### config.mk
export PLATFORM = sky130hd
export DESIGN_NAME = event_injector
export DESIGN_NICKNAME = d
export VERILOG_FILES = /design/src/rtl/event_pkg.sv /design/src/rtl/event_fifo.sv /design/src/rtl/event_injector.sv
export SDC_FILE = /design/constraint.sdc
export NUM_CORES = 1
export LEC_CHECK = 0
export BUFFER_PORTS_ARGS = -buffer_cell sky130_fd_sc_hd__buf_2
export CORE_UTILIZATION = 50
export DETAILED_ROUTE_END_ITERATION = 12
export HOLD_SLACK_MARGIN = 0.03
export PLACE_DENSITY = 0.68
export SLEW_MARGIN = 20
export SYNTH_ARGS = -nofsm -noshare
export SYNTH_HDL_FRONTEND = slang
export SYNTH_SLANG_ARGS = --single-unit
### constraint.sdc
create_clock -name clk -period 5.7 [get_ports clk]
set_input_delay 1.71 -clock clk [delete_from_list [all_inputs] [get_ports clk]]
set_output_delay 1.71 -clock clk [all_outputs]
set_load 0.01 [all_outputs]
### src/rtl/event_pkg.sv
// event_pkg: shared record type, FSM states and widths for the event injector.
package event_pkg;
  localparam int NUM_INPUTS = 2;
  localparam int EV_TS_W = 32;
  localparam int EV_DATA_W = 32;
  typedef struct packed {
    logic [EV_TS_W-1:0] ts;
    logic [NUM_INPUTS-1:0] mask;
    logic [EV_DATA_W-1:0] x1;
    logic [EV_DATA_W-1:0] x2;
  } record_t;
  typedef enum logic [1:0] {EMPTY, WAIT, FIRE} state_t;
endpackage

### src/rtl/event_fifo.sv
// event_fifo: synchronous record FIFO with async flush.
module event_fifo
  import event_pkg::*;
#(
  parameter int DEPTH = 4
) (
  input  logic clk,
  input  logic rst,
  input  logic push,
  input  logic pop,
  input  record_t din,
  output record_t dout,
  output logic full,
  output logic empty,
  output logic [$clog2(DEPTH):0] count
);
  localparam int AW = $clog2(DEPTH);
  record_t mem_q [DEPTH];
  logic [AW-1:0] wr_q, rd_q;
  logic [AW:0] cnt_q;
  logic wr, rd;
  assign wr = push && !full;
  assign rd = pop && !empty;
  assign full = cnt_q == (AW+1)'(DEPTH);
  assign empty = cnt_q == '0;
  assign count = cnt_q;
  assign dout = mem_q[rd_q];
  always_ff @(posedge clk) begin
    if (wr) mem_q[wr_q] <= din;
  end
  always_ff @(posedge clk or posedge rst) begin
    if (rst) begin
      wr_q <= '0;
      rd_q <= '0;
      cnt_q <= '0;
    end else begin
      if (wr) wr_q <= wr_q + 1'b1;
      if (rd) rd_q <= rd_q + 1'b1;
      cnt_q <= cnt_q + (AW+1)'(wr) - (AW+1)'(rd);
    end
  end
endmodule

### src/rtl/event_injector.sv
// event_injector: replays timestamped host records as one-cycle monitor input events.
module event_injector
  import event_pkg::*;
#(
  parameter int DATA_W = EV_DATA_W,
  parameter int TS_W = EV_TS_W,
  parameter int DEPTH = 4
) (
  input  logic clk,
  input  logic rst,
  input  logic en,
  input  logic in_valid,
  output logic in_ready,
  input  logic [TS_W-1:0] in_ts,
  input  logic [1:0] in_new,
  input  logic [DATA_W-1:0] in_x1,
  input  logic [DATA_W-1:0] in_x2,
  output logic [DATA_W-1:0] x1,
  output logic [DATA_W-1:0] x2,
  output logic newX1,
  output logic newX2,
  output logic [TS_W-1:0] time_now,
  output logic late,
  output logic ord_err
);
  localparam int CW = $clog2(DEPTH) + 1;
  state_t state_q, state_d;
  record_t rec, head;
  logic full, empty, push, pop;
  logic [CW-1:0] count;
  logic [TS_W-1:0] time_q, last_ts_q;
  logic [DATA_W-1:0] x1_q, x2_q;
  logic [1:0] new_q;
  logic late_q, ord_q, pend_q;
  assign rec = '{in_ts, in_new, in_x1, in_x2};
  assign in_ready = !full;
  assign push = in_valid && in_ready;
  assign pop = state_q == FIRE;
  event_fifo #(.DEPTH(DEPTH)) u_fifo (
    .clk(clk), .rst(rst), .push(push), .pop(pop), .din(rec), .dout(head),
    .full(full), .empty(empty), .count(count)
  );
  always_comb begin
    state_d = state_q == EMPTY ? (empty ? EMPTY : WAIT) :
              state_q == WAIT  ? (en && head.ts <= time_q ? FIRE : WAIT) :
              (count != CW'(1) || push ? WAIT : EMPTY);
  end
  // lateness is judged at the WAIT decision, so an on-time record is not
  // flagged just because the counter moved on during the FIRE stage
  always_ff @(posedge clk or posedge rst) begin
    if (rst) begin
      state_q <= EMPTY;
      time_q <= '0;
      last_ts_q <= '0;
      x1_q <= '0;
      x2_q <= '0;
      new_q <= '0;
      late_q <= 1'b0;
      ord_q <= 1'b0;
      pend_q <= 1'b0;
    end else begin
      state_q <= state_d;
      if (en && time_q != '1) time_q <= time_q + 1'b1;
      new_q <= pop ? head.mask : 2'b00;
      if (pop && head.mask[0]) x1_q <= head.x1;
      if (pop && head.mask[1]) x2_q <= head.x2;
      if (state_q == WAIT) pend_q <= head.ts < time_q;
      if (pop) late_q <= late_q | pend_q;
      if (push) begin
        ord_q <= ord_q | (in_ts < last_ts_q);
        last_ts_q <= in_ts;
      end
    end
  end
  assign x1 = x1_q;
  assign x2 = x2_q;
  assign newX1 = new_q[0];
  assign newX2 = new_q[1];
  assign time_now = time_q;
  assign late = late_q;
  assign ord_err = ord_q;
endmodule
==> impl_metrics.tcl <==
set metrics [dict create \
    synth_area_leader_cell "edfxtp_1" \
    hold_class "flip-flop to flip-flop" \
    synth_seq_cells 534 \
    cts_tree "done" \
    cts_resized 0 \
    syn_inst 1163 \
    dieArea_um2 43500 \
    peakVddDrop_v 0.000241 \
    antenna_found_initial 3 \
    fp-row-count 75 \
    fp.dieH_um 208 \
    place_area_um2 23000 \
    max_freq_mhz 290 \
    ff2ff_path_depth 5 \
    layout_setup_ws_ps 2250 \
    ys_seq_area_frac 0.719 \
    nFillCells 3116 \
    ant_nets 0 \
    wirelength_um 42800 \
    drc 0 \
    regToRegEndpoint "x1[20]" \
    synth.cell_area_um2 21300 \
    clock_skew_ps 20.0 \
    holdWs_ps 466 \
    cts.clk_slew.worst_paths_ps 60 \
    area_growth_pct 16.3 \
    crit_required_ps 6180 \
    synth_nets 1336 \
    post-place-ws_ps 2030 \
    clock_path_buffers 3 \
    cts_buffers 53 \
    grt-ovfl-total 0 \
    grt_pass1_vias 11200 \
    fin_nets 1569 \
    dp.cells 1880 \
    whs_endpoint "late" \
    worstMarginPinSlew_ps 924 \
    synth_common_cells "edfxtp_1 (392), dfrtp_1 (142), mux4_2 (98)" \
    clock_latency_ps 600 \
    synthTopCellsByArea "edfxtp_1 (55%), dfrtp_1 (17%), mux4_2 (10%)" \
    path_max_fanout 38 \
    power_mw 12.3 \
    start_util 0.508 \
    ys_async_sr_fraction 0.266 \
    whs_path_depth 1 \
    core-area_um2 41900 \
    crit_type "flip-flop to flip-flop" \
    drv_slew 0 \
    vias 10900 \
    ys_types 49 \
    die_width_um 208 \
    postCtsSetupBuffers 0 \
    yosysMostFrequentCell "edfxtp_1" \
    grt_max_degree 90 \
    p_leak_nw 9.36 \
    cts_hold_buf 0 \
    start_kind "flip-flop" \
    port_buffers 202 \
    rsz0062_at_grt "no" \
    grt_pass1_wl_um 66100 \
    yosys_warnings 0 \
    reg2reg_slack_ps 2250 \
    post-route-period-util 0.605 \
    synth_top_area_frac 0.552 \
    min-delay-start "late" \
    cts.sinks 534 \
    period_needed_ps 3450 \
    fin_cells 1982 \
    avgSynthCellArea_um2 18.3 \
    synth_edf_count 392 \
    outcome "completed" \
    finalSetupTns_ps 0 \
    first_iter_violations 782 \
    place_congestion 0.770 \
    ys.flop_type "edfxtp_1" \
    p_per_area_nw_per_um2 496 \
    r2r-start "u_fifo.rd_q[0]" \
    viasPerCell 5.52 \
    pin_count 203 \
    dp_hpwl_um 26800 \
    firstDrtPassIters 5 \
    worstPathArrival_ps 3920 \
    grt_usage 0.202 \
    layout-drive-gt1-share 0.328 \
    h-tree-depth 2 \
    final_area_um2 24800 \
    wl_per_cell_um 21.6 \
    setup_viol 0 \
    slew_headroom 0.384 \
    utilization 0.591 \
    cap_viol_max_count 0 \
    critPathCaptureType "flip-flop" \
    hold_viol 0 \
    ctsRootBufferMaster "clkbuf_16" \
]
-- layout make-up --
cell class                 count  area (um2)  area share
antenna                        2        5.00    0.000202
inverter                      77         294      0.0119
multi-input combinational    516        5540       0.223
tap                          539         674      0.0272
sequential                   534       15300       0.619
clock inverter                20         275      0.0111
clock buffer                  80        1520      0.0612
timing repair buffer         214        1150      0.0464
-- state kept, by name (all words and copies together), names as in the netlist --
name and flops:
ord_err 1, u_fifo.count 3, time_now 32, state_q 2
x2 32, last_ts_q 32, pend_q 1, new_q 2
u_fifo.wr_q 2, u_fifo.mem_q 392, u_fifo.rd_q 2, x1 32
late 1
-- cells by family after synthesis --
family	share of synthesized area
flops	0.719
mux	0.137
simple gates	0.0383
buf+inv	0.0220
compound gates	0.0264
fa+ha+maj	0.0420
xor+xnor	0.0148
-- metal layers --
| layer | track usage | share of wire |
|---|---|---|
| met5 | 0 | 0.00056 |
| met4 | 0.0587 | 0.018 |
| met3 | 0.0367 | 0.051 |
| met2 | 0.330 | 0.49 |
| met1 | 0.280 | 0.44 |
-- cells in the final DEF, fill, tap and decap left out, drive strengths merged, types with 4 or more instances in the layout --
cell,instances
a21o,5
dfrtp,142
xnor2,34
nor4,6
edfxtp,392
clkinv,12
a211o,4
nor3,4
mux2,64
o21ai,45
a21oi,19
bufinv,6
and4,5
inv,79
and3,9
mux4,98
clkbuf,80
ha,70
buf,214
nand3,20
o211ai,4
nor2,15
nand2,62
nand4,23
-- power by group --
| part | leakage, nW | switching (mW) | internal, mW |
|---|---|---|---|
| registers | 5.31 | 0.471 | 5.16 |
| logic | 3.17 | 1.60 | 1.51 |
| clock network | 0.876 | 1.44 | 2.11 |
-- critical path, stage by stage, from the launching register on --
cell	delay (ps)
dfrtp_4	930
buf_4	740
mux4_2	600
nand2_1	160
buf_4	430
mux2_2	390
-- worst max-delay path by stage --
stage                         from              end  slack [ps]  cells past startpoint
floorplan                      rst     last_ts_q[0]         180                      1
global placement          in_valid  u_fifo.count[2]        2090                      9
detailed placement        in_valid  u_fifo.count[2]        2030                      9
CTS                 u_fifo.rd_q[0]           x1[26]        2120                      5
global route        u_fifo.rd_q[0]            x1[9]        1950                      5
finish              u_fifo.rd_q[0]           x1[20]        2250                      5
No activity file was read; power rests on OpenSTA's default activity.
